**src/rtl/mult_div_unit_if.sv**
```systemverilog
// Operand/result and start/done handshake bundle between the MIPS datapath and mult_div_unit.
interface mult_div_unit_if #(
    parameter int WIDTH = 32
);
    logic [WIDTH-1:0] A;
    logic [WIDTH-1:0] B;
    logic             mult_start;
    logic             div_start;
    logic             busy;
    logic             done;
    logic             div_zero;
    logic [WIDTH-1:0] hi;
    logic [WIDTH-1:0] lo;

    modport master (output A, B, mult_start, div_start, input busy, done, div_zero, hi, lo);
    modport slave  (input A, B, mult_start, div_start, output busy, done, div_zero, hi, lo);
endinterface

```
**src/rtl/mult_div_unit.sv**
```systemverilog
// Iterative signed Booth multiplier / restoring divider owning HI and LO.
// Divide path compiled in only when MULT_DIV_DIV_EN is defined.
module mult_div_unit #(
    parameter int WIDTH = 32
) (
    input  logic           clk,
    input  logic           reset,
    mult_div_unit_if.slave bus
);
    localparam int            CW     = $clog2(WIDTH + 1);
    localparam logic [CW-1:0] LAST   = CW'(WIDTH - 1);
    localparam logic [1:0]    S_IDLE = 2'd0;
    localparam logic [1:0]    S_MULT = 2'd1;
`ifdef MULT_DIV_DIV_EN
    localparam logic [1:0]    S_DIV  = 2'd2;
`endif
    localparam logic [1:0]    S_DONE = 2'd3;

    logic [1:0]       state_q, state_d;
    logic [CW-1:0]    cnt_q, cnt_d;
    logic [WIDTH-1:0] hi_q, hi_d, lo_q, lo_d;

    // Booth register {acc (WIDTH+1), multiplier (WIDTH), q_-1}; the extra acc bit absorbs -(-2^(WIDTH-1))
    logic signed [2*WIDTH+1:0] booth_q, booth_d, booth_step;
    logic signed [WIDTH:0]     mcand_q, mcand_d, acc_sum;

    always_comb begin
        acc_sum = booth_q[2*WIDTH+1:WIDTH+1];
        case (booth_q[1:0])
            2'b01:   acc_sum = booth_q[2*WIDTH+1:WIDTH+1] + mcand_q;
            2'b10:   acc_sum = booth_q[2*WIDTH+1:WIDTH+1] - mcand_q;
            default: acc_sum = booth_q[2*WIDTH+1:WIDTH+1];
        endcase
        booth_step = $signed({acc_sum, booth_q[WIDTH:0]}) >>> 1;
    end

`ifdef MULT_DIV_DIV_EN
    logic [WIDTH-1:0] dvsr_q, dvsr_d, rem_q, rem_d, quo_q, quo_d;
    logic [WIDTH-1:0] rem_step, quo_step;
    logic [WIDTH:0]   trial_shift, trial;
    logic             qneg_q, qneg_d, rneg_q, rneg_d;
    logic             div_zero_q, div_zero_d;

    function automatic logic [WIDTH-1:0] magnitude(input logic signed [WIDTH-1:0] x);
        return x[WIDTH-1] ? (~x + 1'b1) : x;
    endfunction

    function automatic logic [WIDTH-1:0] apply_sign(input logic [WIDTH-1:0] mag, input logic neg);
        return neg ? (~mag + 1'b1) : mag;
    endfunction

    // Quotient is shifted out of quo_q into the partial remainder; a borrow means restore
    always_comb begin
        trial_shift = {rem_q, quo_q[WIDTH-1]};
        trial       = trial_shift - {1'b0, dvsr_q};
        rem_step    = trial[WIDTH] ? trial_shift[WIDTH-1:0] : trial[WIDTH-1:0];
        quo_step    = {quo_q[WIDTH-2:0], ~trial[WIDTH]};
    end
`else
    logic unused_div_start;
    assign unused_div_start = bus.div_start;
`endif

    always_comb begin
        state_d = state_q;
        cnt_d   = cnt_q;
        hi_d    = hi_q;
        lo_d    = lo_q;
        booth_d = booth_q;
        mcand_d = mcand_q;
`ifdef MULT_DIV_DIV_EN
        dvsr_d     = dvsr_q;
        rem_d      = rem_q;
        quo_d      = quo_q;
        qneg_d     = qneg_q;
        rneg_d     = rneg_q;
        div_zero_d = 1'b0;
`endif
        case (state_q)
            S_IDLE: begin
                if (bus.mult_start) begin
                    mcand_d = {bus.A[WIDTH-1], bus.A};
                    booth_d = {{(WIDTH+1){1'b0}}, bus.B, 1'b0};
                    cnt_d   = '0;
                    state_d = S_MULT;
`ifdef MULT_DIV_DIV_EN
                end else if (bus.div_start) begin
                    if (bus.B == '0) begin
                        div_zero_d = 1'b1;
                        state_d    = S_DONE;
                    end else begin
                        dvsr_d  = magnitude(bus.B);
                        quo_d   = magnitude(bus.A);
                        rem_d   = '0;
                        qneg_d  = bus.A[WIDTH-1] ^ bus.B[WIDTH-1];
                        rneg_d  = bus.A[WIDTH-1];
                        cnt_d   = '0;
                        state_d = S_DIV;
                    end
`endif
                end
            end
            S_MULT: begin
                booth_d = booth_step;
                cnt_d   = cnt_q + CW'(1);
                if (cnt_q == LAST) begin
                    {hi_d, lo_d} = booth_step[2*WIDTH:1];
                    state_d      = S_DONE;
                end
            end
`ifdef MULT_DIV_DIV_EN
            S_DIV: begin
                rem_d = rem_step;
                quo_d = quo_step;
                cnt_d = cnt_q + CW'(1);
                if (cnt_q == LAST) begin
                    lo_d    = apply_sign(quo_step, qneg_q);
                    hi_d    = apply_sign(rem_step, rneg_q);
                    state_d = S_DONE;
                end
            end
`endif
            S_DONE:  state_d = S_IDLE;
            default: state_d = S_IDLE;
        endcase
    end

    always_ff @(posedge clk or posedge reset) begin
        if (reset) begin
            state_q <= S_IDLE;
            cnt_q   <= '0;
            hi_q    <= '0;
            lo_q    <= '0;
            booth_q <= '0;
            mcand_q <= '0;
        end else begin
            state_q <= state_d;
            cnt_q   <= cnt_d;
            hi_q    <= hi_d;
            lo_q    <= lo_d;
            booth_q <= booth_d;
            mcand_q <= mcand_d;
        end
    end

`ifdef MULT_DIV_DIV_EN
    always_ff @(posedge clk or posedge reset) begin
        if (reset) begin
            dvsr_q     <= '0;
            rem_q      <= '0;
            quo_q      <= '0;
            qneg_q     <= 1'b0;
            rneg_q     <= 1'b0;
            div_zero_q <= 1'b0;
        end else begin
            dvsr_q     <= dvsr_d;
            rem_q      <= rem_d;
            quo_q      <= quo_d;
            qneg_q     <= qneg_d;
            rneg_q     <= rneg_d;
            div_zero_q <= div_zero_d;
        end
    end

    assign bus.busy     = (state_q == S_MULT) || (state_q == S_DIV);
    assign bus.div_zero = div_zero_q;
`else
    assign bus.busy     = (state_q == S_MULT);
    assign bus.div_zero = 1'b0;
`endif
    assign bus.done = (state_q == S_DONE);
    assign bus.hi   = hi_q;
    assign bus.lo   = lo_q;
endmodule

```
**src/flat_wrapper.sv**
```systemverilog
// flat-port wrapper written by rule: the top's interface ports become plain ports
module mult_div_unit_flat 
#(
    parameter int WIDTH = 32
)
  (clk, reset, bus_A, bus_B, bus_mult_start, bus_div_start, bus_busy, bus_done, bus_div_zero, bus_hi, bus_lo);
  mult_div_unit_if #(.WIDTH(WIDTH)) bus_i ();
  input  logic clk;
  input  logic reset;
  input wire logic [$bits(bus_i.A)-1:0] bus_A;
  input wire logic [$bits(bus_i.B)-1:0] bus_B;
  input wire logic [$bits(bus_i.mult_start)-1:0] bus_mult_start;
  input wire logic [$bits(bus_i.div_start)-1:0] bus_div_start;
  output wire logic [$bits(bus_i.busy)-1:0] bus_busy;
  output wire logic [$bits(bus_i.done)-1:0] bus_done;
  output wire logic [$bits(bus_i.div_zero)-1:0] bus_div_zero;
  output wire logic [$bits(bus_i.hi)-1:0] bus_hi;
  output wire logic [$bits(bus_i.lo)-1:0] bus_lo;
  assign bus_i.A = bus_A;
  assign bus_i.B = bus_B;
  assign bus_i.mult_start = bus_mult_start;
  assign bus_i.div_start = bus_div_start;
  assign bus_busy = bus_i.busy;
  assign bus_done = bus_i.done;
  assign bus_div_zero = bus_i.div_zero;
  assign bus_hi = bus_i.hi;
  assign bus_lo = bus_i.lo;
  mult_div_unit #(.WIDTH(WIDTH)) u_core (.clk(clk), .reset(reset), .bus(bus_i));
endmodule
```
**config.mk**
```make
export PLATFORM = sky130hd
export DESIGN_NAME = mult_div_unit_flat
export DESIGN_NICKNAME = d
export VERILOG_FILES = /design/src/rtl/mult_div_unit_if.sv /design/src/rtl/mult_div_unit.sv /design/src/flat_wrapper.sv
export SDC_FILE = /design/constraint.sdc
export NUM_CORES = 1
export LEC_CHECK = 0
export BUFFER_PORTS_ARGS = -buffer_cell sky130_fd_sc_hd__buf_2
export CAP_MARGIN = 20
export CORE_ASPECT_RATIO = 1.75
export CORE_MARGIN = 5
export CORE_UTILIZATION = 60
export CTS_BUF_LIST = sky130_fd_sc_hd__clkbuf_8
export CTS_CLUSTER_SIZE = 28
export DETAILED_ROUTE_END_ITERATION = 10
export PLACE_DENSITY = 0.83
export SYNTH_ARGS = -nofsm -noshare
export SYNTH_HDL_FRONTEND = slang
export SYNTH_SLANG_ARGS = --single-unit
```
**constraint.sdc**
```tcl
create_clock -name clk -period 6.2 [get_ports clk]
set_clock_uncertainty 0.2 [all_clocks]
set_input_delay 0.62 -clock clk [delete_from_list [all_inputs] [get_ports clk]]
set_output_delay 0.62 -clock clk [all_outputs]
set_load 0.01 [all_outputs]
```
# Yosys cells after proc, flatten, opt, wreduce, memory -nomap -nowiden
# Cells that the tools add are included.
[word_totals] memories=0 ramBits=0 elab_cells=30 register_bits=170 latch_bits=0 romBits=0
[op_classes] addsub=3 multipliers=0 reduce_logical=6 shifts=0 n_div=0 muxes=8 n_eq_ne=7 n_bitwise=0 order_cmp=0
[op_table] cell="66-bit case mux with 2 select lines" n=1
[op_table] cell="66-bit two-way mux" n=1
[op_table] cell="33-bit case mux with 2 select lines" n=1
[op_table] cell="33-bit adder" n=1
[op_table] cell="33-bit subtractor" n=1
[op_table] cell="6-bit case mux with 2 select lines" n=1
[op_table] cell="2-bit AND reduction" n=4
[op_table] cell="6-bit by 1-bit adder with 6-bit output (second input constant)" n=1
[op_table] cell="6-bit by 5-bit equality test with 1-bit output (second input constant)" n=1
[op_table] cell="6-bit two-way mux" n=1
[op_table] cell="2-bit by 1-bit equality test with 1-bit output (second input constant)" n=2
[op_table] cell="2-bit equality test (second input constant)" n=2
[op_table] cell="2-bit two-way mux" n=2
[op_table] cell="2-bit case mux with 2 select lines" n=1
[op_table] cell="2-bit zero test" n=1
[op_table] cell="2-bit by 1-bit inequality test with 1-bit output (second input constant)" n=1
[op_table] cell="2-bit inequality test (second input constant)" n=1
[op_table] cell="2-bit nonzero test" n=1

# Logic depth before layout (Yosys ltp)
# Gate-level depths: netlist of the first run.
[depth] word_depth=3 depth_mapped=17 depth_no_buf=17

# Worst setup path before layout of the first run
# No wires, ideal clock.
[synth_timing] path_kind="register -> register" from="reg u_core.mcand_q[7]" to="reg u_core.hi_q[31] (netlist: u_core.bus.hi[31])" path_slack_ns=2.016 arrival_ns=3.902 path_stages_with_launch=17 synth_period_minus_slack_ns=4.184 t_required_ns=5.918 path_cell_list="dfrtp_1 > or4_1 > nor3_4 > and3_1 > clkbuf_1 > a31oi_1 > xnor2_1 > ha_1 > buf_2 > o21ai_0 > o21bai_1 > o21bai_1 > a211oi_1 > a211oi_1 > o21a_2 > or4_1 > a31oi_1"
[synth_between] elab_chain_cells=2
[synth_lines] element="start, declared" line="mult_div_unit.sv:25" rtl="logic signed [WIDTH:0] mcand_q, mcand_d, acc_sum;"
[synth_lines] element="start signal, assigned" line="mult_div_unit.sv:142" rtl="mcand_q <= mcand_d;"
[synth_lines] element="33-bit subtractor or 33-bit adder (tied branches)" line="mult_div_unit.sv:31, mult_div_unit.sv:30"
[synth_lines] element="33-bit case mux with 2 select lines (*)" line="mult_div_unit.sv:29" rtl="case (booth_q[1:0])"
[synth_lines] element="end signal, assigned" line="mult_div_unit.sv:139" rtl="hi_q <= hi_d;"
[synth_lines] element="end, declared" line="mult_div_unit.sv:21" rtl="logic [WIDTH-1:0] hi_q, hi_d, lo_q, lo_d;"
# Every way passes the cells marked *; elsewhere a longest branch is shown, timed or not.
# A chain may end at the register's enable or synchronous reset.

# Worst setup path in the final report of the first run
[layout_timing] from="reg u_core.mcand_q[3]" to="reg u_core.hi_q[31] (netlist: u_core.bus.hi[31])"
# Same word-level chain as after synthesis.

==> impl_results.md, run 1 <==
- Post-synthesis cell area: 9460 um2
- Syn nets: 1208
- Area delta synth->final: 12.5%
- I/O Buffers: 132
- Design Power: 7.18 mW
- CTS Buffer Depth: 2
- Clock tree root driver cell: clkbuf_8
- Hold slack: 0.150 ns
- Diode count: 0
- Part of the Yosys area used for sequential elements: 44.7%
- Async SR Flop Fraction: 100%
- Worst Tran Pin Value: 1.10 ns
- Maximum VDD drop: 0.321 mV
- Sequential share of power: 28.0%
- H-tree levels: 4
- Crit path kind: reg2reg
- Synth area leader: dfrtp_1
- R2R depth: 17
- Clock group share of total power: 11.7%
- Final ANT Viol Nets: 0
- Hold Crit Class: in2reg
- Site row count: 60
- Switch share: 47.6%
- First-pass DRT Iterations: 5
- RSZ-0062 raised after global routing: no
- Final Instance Area: 10600 um2
- Pleak: 5.43 nW
- Sw power: 3.41 mW
- Post-synth top area share: 44.7%
- CTS tree: built
- Fin Setup TNS: 0 ns
- Grt ovf: 0
- Clk Latency, worst-skew pair: 0.46 ns
- Worst-path maximum fanout: 5
- F_max: 204 MHz
- Initial Utilization: 61.2%
- Main flop type after synthesis: dfrtp_1
- Hold Fails Final Rpt: 0
- Flop and latch count out of synthesis: 169
- CORE AREA: 15500 um2
- Met3 global-route usage: 4.13%
- Synthesis Warnings: 0
- Synth unique cells: 62
- EDFF count, synth: 0
- Die Ht: 176 um
- Worst R2R Setup Slack: 1.29 ns
- RR Endpoint: u_core.bus.hi[31]
- Setup crit end kind: flop
- DR vias/cell: 5.82
- Initial antenna violation count: 0
- GRT Util Overall: 26.3%
- Hold Path End: u_core.mcand_q[8]
- Share of cells above drive strength 1: 16.2%
- Largest net degree at the start of global routing: 75
- Dominant cells by area after synthesis: dfrtp_1 (45%), nand2_1 (12%), o21ai_0 (5.9%)
- Max Cap Viol: 0
- Internal power: 3.76 mW
- Post-cts sizing count: 0
- Total number of vias: 8180
- Met2 GRT Util: 47.8%
- Slew Limit Fails: 0
- Setup crit start kind: flop
- Worst-path clk slew: 0.10 ns
- Min-delay src: bus_A[8]
- Die area: 18500 um2
- Min-Delay Path Depth: 3
- Final nets: 1310
- WL/cell: 17.1 um
- Detailed placement HPWL: 17100 um
- Pwr/cell area: 674 nW/um2
- CP arrival: 5.08 ns
- Placed cell count: 1372
- Io pins: 135
- Routed wire length: 24000 um
- Total CTS buffers: 17
- CP Data Required Time: 6.37 ns
- M1 GR Usage: 29.9%
- Reg2reg start: u_core.mcand_q[3]
- Number of global-route vias before repair: 8514
- Chip Width: 105 um
- Logic gate share of total power: 60.3%
- First-pass GRT wire length: 40100 um
- Relative slew slack: 26.8%
- Min cycle time layout: 4.91 ns
- Syn avg cell area: 8.57 um2
- Final std cells w/o fill: 1405
- DRC Markers: 0
- Tcrit/Tclk final: 79.2%
- Cells after synthesis: 1104
- Clk sinks: 169
- DR iter-0 viols: 289
- Status: complete, no violations
- Area post-placement: 10200 um2
- Top Usage Layer GRT: met2
- Final Wtd Congestion: 0.927
- Setup-failing EPs final: 0
[worst max-delay path, stage by stage, from the launching register on]
cell	delay (ns)
dfrtp_1	0.43
or3_1	0.46
nor4_2	0.46
and4b_1	0.39
and2_1	0.22
nand2_1	0.14
nor2_1	0.15
nor2_1	0.07
xnor2_1	0.24
ha_1	0.33
a21oi_1	0.21
o21bai_1	0.08
a21oi_1	0.20
o21ai_0	0.15
a211oi_1	0.32
nor3_1	0.15
or4_1	0.40
a31oi_1	0.23
[cell type report]
| class | count | area (um2) |
|---|---|---|
| multi-input cells | 845 | 4890 |
| fillers | 1289 | 4820 |
| flip-flops and latches | 169 | 4230 |
| repair buffers | 145 | 761 |
| clock buffers | 17 | 234 |
| well taps | 186 | 233 |
| clock inverters | 15 | 190 |
| inverters | 28 | 110 |
[power by group through the flow]
stage | clock network [mW] | logic (mW) | registers [mW]
after global routing | 0.892 | 4.84 | 2.07
after detailed placement | 0 | 4.29 | 2.01
after floorplan | 0 | 3.23 | 1.98
after global placement | 0 | 4.17 | 2.00
final | 0.840 | 4.33 | 2.01
after CTS | 0.853 | 4.32 | 2.00
[flip-flops by register name (all words and copies together), names as in the netlist]
register	count
u_core.bus.hi	32
u_core.cnt_q	6
u_core.mcand_q	32
u_core.bus.lo	32
u_core.booth_q	65
u_core.state_q	2
[cell usage in the layout, fill, tap and decap left out, types with 5 or more instances in the layout]
cell type,count
a211oi_1,7
a21o_1,9
a21oi_1,85
a22o_1,12
a31oi_1,11
a32oi_1,7
and2_1,8
and3_1,6
and3b_1,31
buf_2,132
buf_4,12
clkbuf_8,17
dfrtp_1,169
ha_1,35
inv_1,25
mux2_2,10
mux2i_1,7
nand2_1,295
nand2b_1,5
nand3_1,8
nand4_1,5
nor2_1,49
nor3_1,15
o21a_1,6
o21ai_0,111
o21bai_1,8
o31ai_1,5
or3_1,6
xnor2_1,42
xor2_1,14
[Yosys cell counts, types with 4 or more instances]
library cell,count
nand3_1,8
o21a_1,6
or2_2,4
nor3_1,15
inv_1,25
o21bai_1,8
a211oi_1,7
clkbuf_1,55
a21o_1,9
o22ai_1,4
a21oi_1,85
dfrtp_1,169
a32oi_1,7
or4_1,4
nand4_1,5
buf_1,4
o31ai_1,5
ha_1,35
xnor2_1,42
xor2_1,14
and2_1,8
nand2b_1,5
mux2i_1,7
and3b_1,31
nor2_1,49
and3_1,6
a22o_1,12
nand2_1,295
mux2_2,10
o21ai_0,111
a31oi_1,11
or3_1,6
[worst max path at each step]
stage	from	to	slack (ns)	cells after the start
floorplan	reset	u_core.booth_q[0]	0.80	1
global placement	u_core.mcand_q[3]	u_core.bus.hi[31]	1.47	17
detailed placement	u_core.mcand_q[3]	u_core.bus.hi[31]	1.34	17
CTS	u_core.mcand_q[3]	u_core.bus.hi[31]	1.28	17
global route	u_core.mcand_q[3]	u_core.bus.hi[31]	0.88	17
finish	u_core.mcand_q[3]	u_core.bus.hi[31]	1.29	17
[timing repair]
action,4_1_cts,5_1_grt
hold buffers,1,0
setup buffers,0,0
endpoints found under the hold margin,45,0
setup endpoints to repair,0,0
[cells by family (layout without fill, tap and decap cells)]
family	count (synthesis)	in the layout	synth area share (%)
and+or+nand+nor	452	452	22.2
AOI/OAI and AO/OA	283	283	17.5
DFF	169	169	44.7
buffers and inverters	90	205	3.64
xor gates and xnor gates	56	56	5.18
adders and majority gates	36	36	4.84
muxes	17	17	1.93
other	1	1	0.0396
[layer usage]
layer / vias up / part of all wire [%]
li1: 3988 / -
met1: 3909 / 38
met2: 221 / 53
met3: 62 / 5.1
met4: 0 / 3.9
met5: - / 0
[through the flow]
step / util (%) / setup slack [ns]
floorplan: - / 0.805
global placement: 66.0 / 1.47
detailed placement: 66.0 / 1.34
CTS: 68.8 / 1.28
global route: 68.8 / 0.877
finish: 68.8 / 1.29
No activity file was read; power rests on OpenSTA's default activity.
==> run 2, diff against run 1 <==
CORE_UTILIZATION = 54   (was 60)
PLACE_DENSITY = 0.79   (was 0.83)
clock period = 4.13 ns   (was 6.2 ns; I/O delays follow)
==> impl_results.md, run 2 (same netlist as run 1, synthesis figures left out) <==
- Clk sinks: 169
- Clock group share of total power: 9.6%
- DRC Markers: 0
- Hold Crit Class: in2reg
- Maximum VDD drop: 0.504 mV
- Crit-path cells: or3_4 > nor4_4 > buf_4 > and4b_2 > and2_4 > buf_6 > a31oi_4 > xnor2_2 > ha_4 > nand2_1 > o21a_1 > buf_4 > a211oi_4 > a211oi_2 > o21a_2 > or4_1 > a31oi_1
- Chip Width: 110 um
- DR iter-0 viols: 405
- Initial Utilization: 54.4%
- Slew Limit Fails: 0
- Biggest register: u_core.booth_q
- Initial antenna violation count: 0
- Critical Path Slowest Stage Cell: or4_1
- Max stage delay on crit path: 0.47 ns
- Design Power: 12.4 mW
- Worst-path maximum fanout: 4
- Total CTS buffers: 17
- Relative slew slack: 44.5%
- Worst Tran Pin Value: 0.832 ns
- CP Data Required Time: 4.33 ns
- Max reg flops: 65
- Most frequent cells in the layout: nand2_1 (291), dfrtp_1 (169), buf_2 (132)
- Number of global-route vias before repair: 9023
- Largest net degree at the start of global routing: 74
- Routed wire length: 26700 um
- Setup-failing EPs final: 2
- Most common cell after layout, fill and taps aside: nand2_1
- I/O Buffers: 132
- Cell repeated most along the worst path: buf_4
- Io pins: 135
- CP delay by family, top: simple AND/OR/NAND/NOR gates
- Hold Fails Final Rpt: 0
- CP arrival: 4.40 ns
- Detailed placement HPWL: 18600 um
- Diode count: 0
- First-pass DRT Iterations: 5
- Min cycle time layout: 4.20 ns
- Total number of vias: 8748
- Final nets: 1426
- WP buf/inv: 3
- Sequential share of power: 24.2%
- Setup ws final: -0.0715 ns
- Area of the multi-input gates: 5180 um2
- Tcrit/Tclk final: 102%
- Setup crit end kind: flop
- Final std cells w/o fill: 1566
- Pleak: 6.07 nW
- GRT Util Overall: 27.1%
- CTS Buffer Depth: 2
- F_max: 238 MHz
- Die area: 20400 um2
- Share of cells above drive strength 1: 25.0%
- RSZ-0062 raised after global routing: yes
- Internal power: 6.65 mW
- Failing checks: setup timing
- Site row count: 64
- Filler cells: 1422
- Placed cell count: 1491
- Crit path kind: reg2reg
- Pwr/cell area: 1030 nW/um2
- Setup crit start kind: flop
- Clk Latency, worst-skew pair: 0.47 ns
- Max Cap Viol: 0
- Switch share: 46.2%
- Sw power: 5.71 mW
- Die Ht: 185 um
- Pre-CTS WS: -0.256 ns
- Grt ovf: 0
- Status: complete, but fails checks
- Hold slack: 0.0452 ns
- Reg area: 4230 um2
- CTS tree: built
- Final Wtd Congestion: 0.898
- CORE AREA: 17400 um2
- First-pass GRT wire length: 43100 um
- Logic gate share of total power: 66.2%
- Final ANT Viol Nets: 0
- WL/cell: 17.1 um
- Area delta synth->final: 26.4%
- Clock tree root driver cell: clkbuf_8
- H-tree levels: 4
- Fin Setup TNS: -0.0999 ns
- Worst-path clk slew: 0.10 ns
- DR vias/cell: 5.59
==> run 2: worst paths after layout <==
path	start	to	slack, ns	cells after the start
max in group asynchronous	reset	u_core.bus.hi[2]	2.67	5
min in group asynchronous	reset	u_core.bus.hi[22]	0.20	3
hold reg to reg	u_core.bus.hi[2]	u_core.bus.hi[2]	0.27	2
hold / removal	bus_A[31]	u_core.mcand_q[31]	0.05	3
setup / recovery	u_core.mcand_q[4]	u_core.bus.hi[31]	-0.07	17
setup reg to reg	u_core.mcand_q[4]	u_core.bus.hi[31]	-0.07	17
==> run 2: final cells by class <==
cell class	instances	area share, %
repair buffers	261	14.7
inverters	28	0.910
well taps	231	2.42
clock inverters	13	1.12
flip-flops and latches	169	35.4
clock buffers	19	2.19
multi-input cells	845	43.3
==> run 2: per-stage QoR <==
stage	util [%]	instance area (um2)
2_1_floorplan	-	9470
3_5_place_dp	62.5	10900
3_3_place_gp	62.5	10900
4_1_cts	67.1	11700
6_report	68.8	12000
5_1_grt	68.8	12000
==> run 2: tightest hold or removal path: stages <==
cell     delay (ns)
buf_2          0.07
nand2_1        0.11
nand2_1        0.09
==> run 2: timing repair <==
item / in CTS / in global routing
resized for setup: 22 / 55
endpoints found under the hold margin: 73 / 0
hold buffers: 32 / 0
setup buffers: 2 / 7
pin swaps: 10 / 22
endpoints found under the setup margin: 14 / 33
==> run 2: power groups by stage <==
stage          Combinational [mW]  Clock [mW]  Sequential, mW
2_1_floorplan                4.85           0            2.98
3_3_place_gp                 7.20           0            2.96
3_5_place_dp                 7.40           0            2.98
4_1_cts                      7.63        1.21            2.97
5_1_grt                      9.01        1.27            3.09
6_report                     8.18        1.18            3.00
==> run 2: per-layer routing <==
metal	vias to the layer above	track usage [%]	wire length, um
met1	4212	29.9	9940
met5	-	0	0
met3	58	5.65	1440
met4	0	13.1	1030
met2	254	48.4	14300
li1	4224	-	-
